==> config.mk <==
export PLATFORM = sky130hd
export DESIGN_NAME = can_detect_scheduler
export DESIGN_NICKNAME = d
export VERILOG_FILES = /design/src/rtl/can_det_pkg.sv /design/src/rtl/can_rr_arbiter.sv /design/src/rtl/can_detect_scheduler.sv
export SDC_FILE = /design/constraint.sdc
export NUM_CORES = 1
export LEC_CHECK = 0
export CAP_MARGIN = 20
export CORE_AREA = 2 2 158 160
export CTS_BUF_LIST = sky130_fd_sc_hd__clkbuf_2
export DETAILED_ROUTE_END_ITERATION = 8
export DIE_AREA = 0 0 160 162
export PLACE_DENSITY = 0.65
export SLEW_MARGIN = 0
export SYNTH_ARGS = -nofsm -noshare
export SYNTH_HDL_FRONTEND = slang
export SYNTH_SLANG_ARGS = --single-unit
==> constraint.sdc <==
create_clock -name clk -period 8.15 [get_ports clk]
set_input_delay 0.815 -clock clk [delete_from_list [all_inputs] [get_ports clk]]
set_output_delay 0.815 -clock clk [all_outputs]
set_load 0.05 [all_outputs]
==> src/rtl/can_det_pkg.sv <==
// rtl/can_det_pkg.sv - shared types, widths and helpers for the CAN detection scheduler
package can_det_pkg;

  typedef enum logic [1:0] {
    IDLE  = 2'd0,
    START = 2'd1,
    WAIT  = 2'd2,
    RESP  = 2'd3
  } state_e;

  localparam int CLASS_W = 2;
  localparam int NODE_W  = 9;
  localparam int DEPTH_W = 5;
  localparam int CNT_W   = 16;

  // Increment that sticks at all-ones instead of wrapping.
  function automatic logic [CNT_W-1:0] sat_inc(input logic [CNT_W-1:0] v);
    return (v == '1) ? v : v + CNT_W'(1);
  endfunction

endpackage

==> src/rtl/can_rr_arbiter.sv <==
// rtl/can_rr_arbiter.sv - combinational round-robin pick starting after the last granted channel
module can_rr_arbiter #(
  parameter int NUM_CH = 4,
  localparam int IDX_W = $clog2(NUM_CH)
) (
  input  logic [NUM_CH-1:0] req,
  input  logic [IDX_W-1:0]  ptr,
  input  logic              en,
  output logic [NUM_CH-1:0] grant,
  output logic [IDX_W-1:0]  grant_idx,
  output logic              grant_any
);

  logic [IDX_W-1:0] idx;

  // Scan ptr+1, ptr+2, ... (wrapping) and take the first requester found.
  always_comb begin
    grant     = '0;
    grant_idx = '0;
    grant_any = 1'b0;
    idx       = '0;
    for (int k = 1; k <= NUM_CH; k++) begin
      idx = IDX_W'((int'(ptr) + k) % NUM_CH);
      if (en && !grant_any && req[idx]) begin
        grant[idx] = 1'b1;
        grant_idx  = idx;
        grant_any  = 1'b1;
      end
    end
  end

endmodule

==> src/rtl/can_detect_scheduler.sv <==
// rtl/can_detect_scheduler.sv - shares one detection engine among CAN channels with watchdog and tagged results
module can_detect_scheduler #(
  parameter int NUM_CH      = 4,
  parameter int FEAT_W      = 64,
  parameter int TIMEOUT_CYC = 1000,
  parameter int NODE_W      = 9,
  parameter int DEPTH_W     = 5,
  localparam int CH_W       = $clog2(NUM_CH)
) (
  input  logic                                clk,
  input  logic                                rst_n,
  input  logic [NUM_CH-1:0]                   req_valid,
  input  logic [NUM_CH*FEAT_W-1:0]            req_feat,
  output logic [NUM_CH-1:0]                   req_ready,
  output logic                                det_start,
  output logic [FEAT_W-1:0]                   det_feat,
  input  logic                                det_done,
  input  logic                                det_is_attack,
  input  logic [can_det_pkg::CLASS_W-1:0]     det_class,
  input  logic [NODE_W-1:0]                   det_node,
  input  logic [DEPTH_W-1:0]                  det_depth,
  output logic                                res_valid,
  input  logic                                res_ready,
  output logic [CH_W-1:0]                     res_ch,
  output logic                                res_is_attack,
  output logic [can_det_pkg::CLASS_W-1:0]     res_class,
  output logic [NODE_W-1:0]                   res_node,
  output logic [DEPTH_W-1:0]                  res_depth,
  output logic                                res_timeout,
  output logic                                busy,
  output logic [can_det_pkg::CNT_W-1:0]       attack_cnt,
  output logic [can_det_pkg::CNT_W-1:0]       timeout_cnt
);

  localparam int TMR_W = $clog2(TIMEOUT_CYC);
  localparam logic [TMR_W-1:0] TMR_LAST = TMR_W'(TIMEOUT_CYC - 1);

  can_det_pkg::state_e state_q;
  logic [CH_W-1:0]     ptr_q;
  logic [TMR_W-1:0]    timer_q;
  logic [FEAT_W-1:0]   feat_q;
  logic [CH_W-1:0]     ch_q;
  logic                start_q;
  logic                valid_q;
  logic                busy_q;
  logic                is_attack_q;
  logic [can_det_pkg::CLASS_W-1:0] class_q;
  logic [NODE_W-1:0]   node_q;
  logic [DEPTH_W-1:0]  depth_q;
  logic                timeout_q;
  logic [can_det_pkg::CNT_W-1:0] attack_cnt_q, attack_cnt_d;
  logic [can_det_pkg::CNT_W-1:0] timeout_cnt_q, timeout_cnt_d;

  logic [NUM_CH-1:0]   gnt;
  logic [CH_W-1:0]     gnt_idx;
  logic                gnt_any;

  // Requests are only considered while idle, so req_ready is a single-cycle accept strobe.
  can_rr_arbiter #(.NUM_CH(NUM_CH)) u_arb (
    .req       (req_valid),
    .ptr       (ptr_q),
    .en        (state_q == can_det_pkg::IDLE),
    .grant     (gnt),
    .grant_idx (gnt_idx),
    .grant_any (gnt_any)
  );

  assign attack_cnt_d  = can_det_pkg::sat_inc(attack_cnt_q);
  assign timeout_cnt_d = can_det_pkg::sat_inc(timeout_cnt_q);

  // Job lifecycle: accept, pulse start, wait on engine or watchdog, hold result until consumed.
  always_ff @(posedge clk) begin
    if (!rst_n) begin
      state_q       <= can_det_pkg::IDLE;
      ptr_q         <= CH_W'(NUM_CH - 1);
      timer_q       <= '0;
      feat_q        <= '0;
      ch_q          <= '0;
      start_q       <= 1'b0;
      valid_q       <= 1'b0;
      busy_q        <= 1'b0;
      is_attack_q   <= 1'b0;
      class_q       <= '0;
      node_q        <= '0;
      depth_q       <= '0;
      timeout_q     <= 1'b0;
      attack_cnt_q  <= '0;
      timeout_cnt_q <= '0;
    end else begin
      start_q <= 1'b0;
      case (state_q)
        can_det_pkg::IDLE: begin
          if (gnt_any) begin
            feat_q  <= req_feat[int'(gnt_idx)*FEAT_W +: FEAT_W];
            ch_q    <= gnt_idx;
            ptr_q   <= gnt_idx;
            start_q <= 1'b1;
            busy_q  <= 1'b1;
            state_q <= can_det_pkg::START;
          end
        end
        can_det_pkg::START: begin
          timer_q <= '0;
          state_q <= can_det_pkg::WAIT;
        end
        can_det_pkg::WAIT: begin
          // A completion in the expiry cycle still delivers the engine's answer.
          if (det_done) begin
            is_attack_q <= det_is_attack;
            class_q     <= det_class;
            node_q      <= det_node;
            depth_q     <= det_depth;
            timeout_q   <= 1'b0;
            valid_q     <= 1'b1;
            state_q     <= can_det_pkg::RESP;
          end else if (timer_q == TMR_LAST) begin
            is_attack_q   <= 1'b0;
            class_q       <= '0;
            node_q        <= '0;
            depth_q       <= '0;
            timeout_q     <= 1'b1;
            valid_q       <= 1'b1;
            timeout_cnt_q <= timeout_cnt_d;
            state_q       <= can_det_pkg::RESP;
          end else begin
            timer_q <= timer_q + TMR_W'(1);
          end
        end
        can_det_pkg::RESP: begin
          if (res_ready) begin
            if (is_attack_q && !timeout_q) begin
              attack_cnt_q <= attack_cnt_d;
            end
            valid_q <= 1'b0;
            busy_q  <= 1'b0;
            state_q <= can_det_pkg::IDLE;
          end
        end
        default: state_q <= can_det_pkg::IDLE;
      endcase
    end
  end

  assign req_ready     = gnt;
  assign det_start     = start_q;
  assign det_feat      = feat_q;
  assign res_valid     = valid_q;
  assign res_ch        = ch_q;
  assign res_is_attack = is_attack_q;
  assign res_class     = class_q;
  assign res_node      = node_q;
  assign res_depth     = depth_q;
  assign res_timeout   = timeout_q;
  assign busy          = busy_q;
  assign attack_cnt    = attack_cnt_q;
  assign timeout_cnt   = timeout_cnt_q;

endmodule

### Yosys cells after proc, flatten, opt, wreduce, memory -nomap -nowiden

Index checks and enable logic that the tools add are counted.

| word-level totals | value |
|---|---|
| word-level logic and storage cells | 130 |
| output and inout port bits | 123 |
| flip-flop bits (word level) | 133 |
| bits of input ports | 281 |

| operators by class | value |
|---|---|
| multiplexer cells | 52 |
| add/sub/neg operators | 7 |
| order comparisons | 8 |
| reduce and logical (&&, ||, !) cells | 30 |
| equal/unequal tests | 11 |
| shift operators | 1 |
| bitwise logic cells | 6 |

Operators with widths:

| operator | number |
|---|---|
| $shiftx A256 B9 Y64 | 1 |
| $add A16 B1 Y16 const B | 2 |
| $eq A16 B16 Y1 const B | 2 |
| $mux W1 | 20 |
| $mux W10 | 2 |
| $mux W2 | 10 |
| $pmux W10 S2 | 1 |
| $mux W9 | 2 |
| $mux W4 | 4 |
| $logic_and A1 B1 Y1 | 12 |
| $lt A2 B3 Y1 const B | 4 |
| $or A4 B4 Y4 | 3 |
| $reduce_and A3 Y1 | 4 |
| $add A10 B1 Y10 const B | 1 |
| $eq A10 B10 Y1 const B | 1 |
| $mux W5 | 2 |
| $bmux W1 S2 | 4 |
| $demux W1 S2 | 4 |
| $ge A2 B1 Y1 const B | 4 |
| $ne A2 B2 Y1 const B | 4 |
| $pmux W2 S4 | 1 |
| $reduce_and A4 Y1 | 2 |
| $reduce_bool A2 Y1 | 4 |
| $reduce_and A2 Y1 | 3 |
| other kinds (9) | 18 |

### Longest topological paths before layout

| depth | value |
|---|---|
| word-level depth | 19 |
| mapped depth | 12 |

### Cells and area by module

From an unflattened synthesis, not the netlist that was laid out.

| second synthesis, totals | value |
|---|---|
| cell total of the unflattened synthesis | 796 |
| area, all modules | 7503.4 µm² |

By module, submodules not included:

| module | times used | seq. area each (µm²) | cells each | area an instance (µm²) |
|---|---|---|---|---|
| can_detect_scheduler | 1 | 2662.6 | 726 | 6949.2 |
| can_rr_arbiter | 1 | 0.0 | 70 | 554.3 |

### Worst setup path after synthesis

OpenSTA, ideal clock, no wires.

| path | value |
|---|---|
| path kind | flip-flop to output port |
| from | register ptr_q[1] |
| to | output req_ready[1] |
| path buffers | 1 |
| slack | 4.762 ns |
| arrival | 2.573 ns |
| cell stages (with the launch flop) | 9 |
| data required time | 7.335 ns |
| cells stage by stage | dfxtp_1 > inv_1 > ha_1 > buf_2 > mux2_2 > o2bb2a_1 > nor3_1 > a222oi_1 > inv_1 |

| on the way | value |
|---|---|
| cells in the longest elaborated chain, start to end | 17 |
| elaborated cells on any way between the ends | 52 |
| classes of those cells | add/sub: 4; order compare: 8; mux: 23; bitwise: 3; reduce/logical: 14 |

Ends and longest elaborated chain:

| item | RTL line | text |
|---|---|---|
| start, declared | can_detect_scheduler.sv:39 | `logic [CH_W-1:0] ptr_q;` |
| start signal, assigned | can_detect_scheduler.sv:75 | `ptr_q <= CH_W'(NUM_CH - 1);` |
| start signal, assigned | can_detect_scheduler.sv:96 | `ptr_q <= gnt_idx;` |
| branches (longest 16 deep; another with $lt A2 B3 Y1) | n/a |  |
| $mux W4 (*) | can_rr_arbiter.sv:24 | `if (en && !grant_any && req[idx]) begin` |
| end, declared | can_detect_scheduler.sv:14 | `output logic [NUM_CH-1:0] req_ready,` |

Every way passes the cells marked *. The select of a mux whose other input is x is not followed.

### Final worst setup path

| path | value |
|---|---|
| from | register ptr_q[0] |
| to | output req_ready[3] |

Same word-level chain as after synthesis.

==> flow_summary.ini <==
[worst_setup_path]
cp_num_buf_inv = 3
reg2reg_depth = 9
start_kind = register
critical_path_arrival_ns = 4.43
end_kind = primary output
path_cells = inv_1 -> ha_1 -> mux2_2 -> o2bb2a_1 -> nor3_1 -> a222oi_1 -> inv_1 -> clkdlybuf4s50_1
rrSetupSlack_ns = 3.68
cp.required_ns = 7.34
cp_max_fo = 14
worst_path_max_delay_cell = clkdlybuf4s50_1
r2r_start = ptr_q[0]
cp_common_cell = inv_1
cp_slowest_stage_delay_ns = 0.80
critical_path_class = register to primary output
cpLargestDelayFamily = buffers and inverters
timing.rr.end = det_feat[62]

[timing]
setup_viol = 0
holdWs_ns = 0.4741
fmax_mhz = 190.7
hold_viol_final = 0
setup_slack_ns = 2.907
max_slew.worst_pin.slew_ns = 1.102
report.final.slew_viol_count = 0
min_period_ns = 5.243
slew_headroom_pct = 26.52
finClkSkew_ns = 0.04248
rsz0062_at_grt = false
tns_ns = 0
fin_crit_sh_pct = 64.33

[logic_synthesis]
synth_adder_area_share_pct = 2.540
synth-async-reset-ratio_pct = 0
synth-compound-area-share_pct = 19.53
synth.net_count = 1045
ys_warn_count = 0
synthSimpleGateAreaFrac_pct = 13.94
synth_cells = 749
netlist_top_cells_area = dfxtp_1 36%, mux2i_1 18%, o221ai_2 12%
synth_xor_area_share_pct = 3.556
syn_area_um2 = 7388
synth.distinct_cells = 54
synth_seq_cells = 133
synth_top_area_share_pct = 36.04
synthMuxAreaShare_pct = 19.70
syn_avg_cell_area_um2 = 9.864
synth_edf_count = 0
synth_top_area_cell = dfxtp_1
ys.flop_type = dfxtp_1
synth-seq-area-share_pct = 36.04
synth_top_family_by_area = multiplexers

[final_layout]
final_core_util_pct = 49.45
final_cell_mix = 403 x clkdlybuf4s50_1, 133 x mux2i_1, 133 x dfxtp_1
final_nets = 1426
syn_to_final_growth_pct = 61.34
finalNonFillerCells = 1474
post-route-cell-area_um2 = 11920
final_common_cell = clkdlybuf4s50_1
drive_gt1_share_pct = 9.974

[pwr]
p_leak_nw = 4.252
powerDensity_nw_per_um2 = 304.2
vdd_drop_max_uv = 125.0
power_mw = 3.626

[cts]
clock-sinks = 133
clk_pin_slew_ns = 0.24
cts_max_level = 4
clock_latency_ns = 0.72
post_cts_resized = 0
holdBufCountCts = 0
cts.path.max_buffers = 2
cts_buffers = 17
cts_setup_buffers = 0
cts_root_buf = clkbuf_2
cts_tree = yes

[run_status]
status = complete, no violations

[grt]
grtUsageTotal_pct = 21.43
grt_first_pass_wirelength_um = 43020
grt_overflow = 0
grt_pass1_vias = 7331
antenna_found_initial = 7
grt_max_degree = 66

[floorplan]
dieHeight_um = 162
design.die.area_um2 = 25920
dieWidth_um = 160
num_rows = 57
initial_core_util_pct = 30.65
core_um2 = 24110
top_level_ports = 404

[drt]
routed-wl-met3_um = 2400
ant_nets = 0
wl_per_cell_um = 19.45
vias = 7257
first_pass_iters = 5
routed-wl-met2_um = 14540
met1_length_um = 10990
routed.top_layer = met4
drt_iter0_drc = 352
drc = 0
finalWirelength_um = 28660
routed_via_density = 4.923

[placement]
place.gp.congestion = 0.8964
hpwlAfterDp_um = 22260
post_dp_cell_area_um2 = 11640
dp_cells = 1435
io_buffers = 403
dpl_worst_slack_ns = 3.725

[hold_path]
whs_path_depth = 2
min_from = res_ch[1]
hold_path_class = register to register
whs_endpoint = res_ch[1]

[run]
drv_cap = 0
==> final cells by class <==
| class | instances | area, µm² |
|---|---|---|
| flip-flops and latches | 133 | 2663 |
| clock inverters | 15 | 181.4 |
| inverters | 21 | 78.83 |
| clock buffers | 17 | 85.08 |
| diodes | 7 | 17.52 |
| fillers | 2277 | 12190 |
| well taps | 324 | 405.4 |
| multi-input cells | 546 | 4395 |
| repair buffers | 411 | 4094 |
==> registers in the layout, indices dropped and copies added, names as in the netlist <==
| name | cells |
|---|---|
| ptr_q | 2 |
| timeout_cnt | 16 |
| state_q | 2 |
| timer_q | 10 |
| res_class | 2 |
| det_start | 1 |
| res_valid | 1 |
| res_node | 9 |
| attack_cnt | 16 |
| det_feat | 64 |
| res_depth | 5 |
| res_ch | 2 |
| res_timeout | 1 |
| res_is_attack | 1 |
| busy | 1 |
==> synthesized netlist by cell type, types with 2 or more instances <==
| master | instances |
|---|---|
| and4_1 | 4 |
| xnor2_1 | 11 |
| buf_2 | 20 |
| a31oi_1 | 2 |
| nand4b_1 | 2 |
| a222oi_1 | 4 |
| mux4_2 | 4 |
| a21oi_1 | 17 |
| dfxtp_1 | 133 |
| o221ai_1 | 3 |
| o21ai_0 | 11 |
| buf_1 | 3 |
| buf_6 | 8 |
| o211ai_1 | 4 |
| clkbuf_1 | 18 |
| a22oi_1 | 17 |
| a221o_1 | 2 |
| mux2i_1 | 133 |
| mux2_2 | 3 |
| xor2_1 | 19 |
| and3_1 | 5 |
| o221ai_2 | 60 |
| nor2_1 | 59 |
| a22o_1 | 4 |
| nor3_1 | 6 |
| and2_1 | 7 |
| nand3_1 | 20 |
| nand2_1 | 89 |
| ha_1 | 15 |
| inv_1 | 21 |
| nand4_1 | 13 |
| nor4_1 | 4 |
| nor2b_1 | 3 |
| or3_1 | 5 |
==> routing by layer <==
| layer | GRT usage [%] | up-vias |
|---|---|---|
| li1 | - | 3559 |
| met1 | 23.72 | 3407 |
| met2 | 37.49 | 254 |
| met3 | 7.891 | 37 |
| met4 | 8.395 | 0 |
| met5 | 0 | - |
==> worst max path at each step <==
stage	from	to	slack, ns	cells past startpoint
floorplan	ptr_q[1]	req_ready[1]	4.76	8
global placement	ptr_q[0]	req_ready[2]	3.79	8
detailed placement	ptr_q[0]	req_ready[3]	3.73	8
CTS	ptr_q[0]	req_ready[3]	2.84	8
global route	ptr_q[0]	req_ready[3]	2.52	8
finish	ptr_q[0]	req_ready[3]	2.91	8
==> tightest hold or removal path: cells and delay by family (launching register included) <==
family / cells / cell delay [ns]
AND/OR/NAND/NOR: 1 / 0.05
AO/OA/AOI/OAI: 1 / 0.05
flip-flops: 1 / 0.37
==> kinds of logic (layout without fill, tap and decap cells) <==
kind of cell             after synthesis  after routing
adder cells (fa/ha/maj)               15             15
other                                  0              7
AO/OA/AOI/OAI                        137            137
XOR/XNOR                              30             30
flip-flops                           133            133
AND/OR/NAND/NOR                      224            224
multiplexers                         140            140
buffers and inverters                 70            464
==> power by group <==
| group | switching (mW) | total (mW) | internal (mW) |
|---|---|---|---|
| Combinational | 1.36 | 2.30 | 0.936 |
| Clock | 0.301 | 0.458 | 0.157 |
| Sequential | 0.0806 | 0.872 | 0.792 |
No activity file was read; power rests on OpenSTA's default activity.
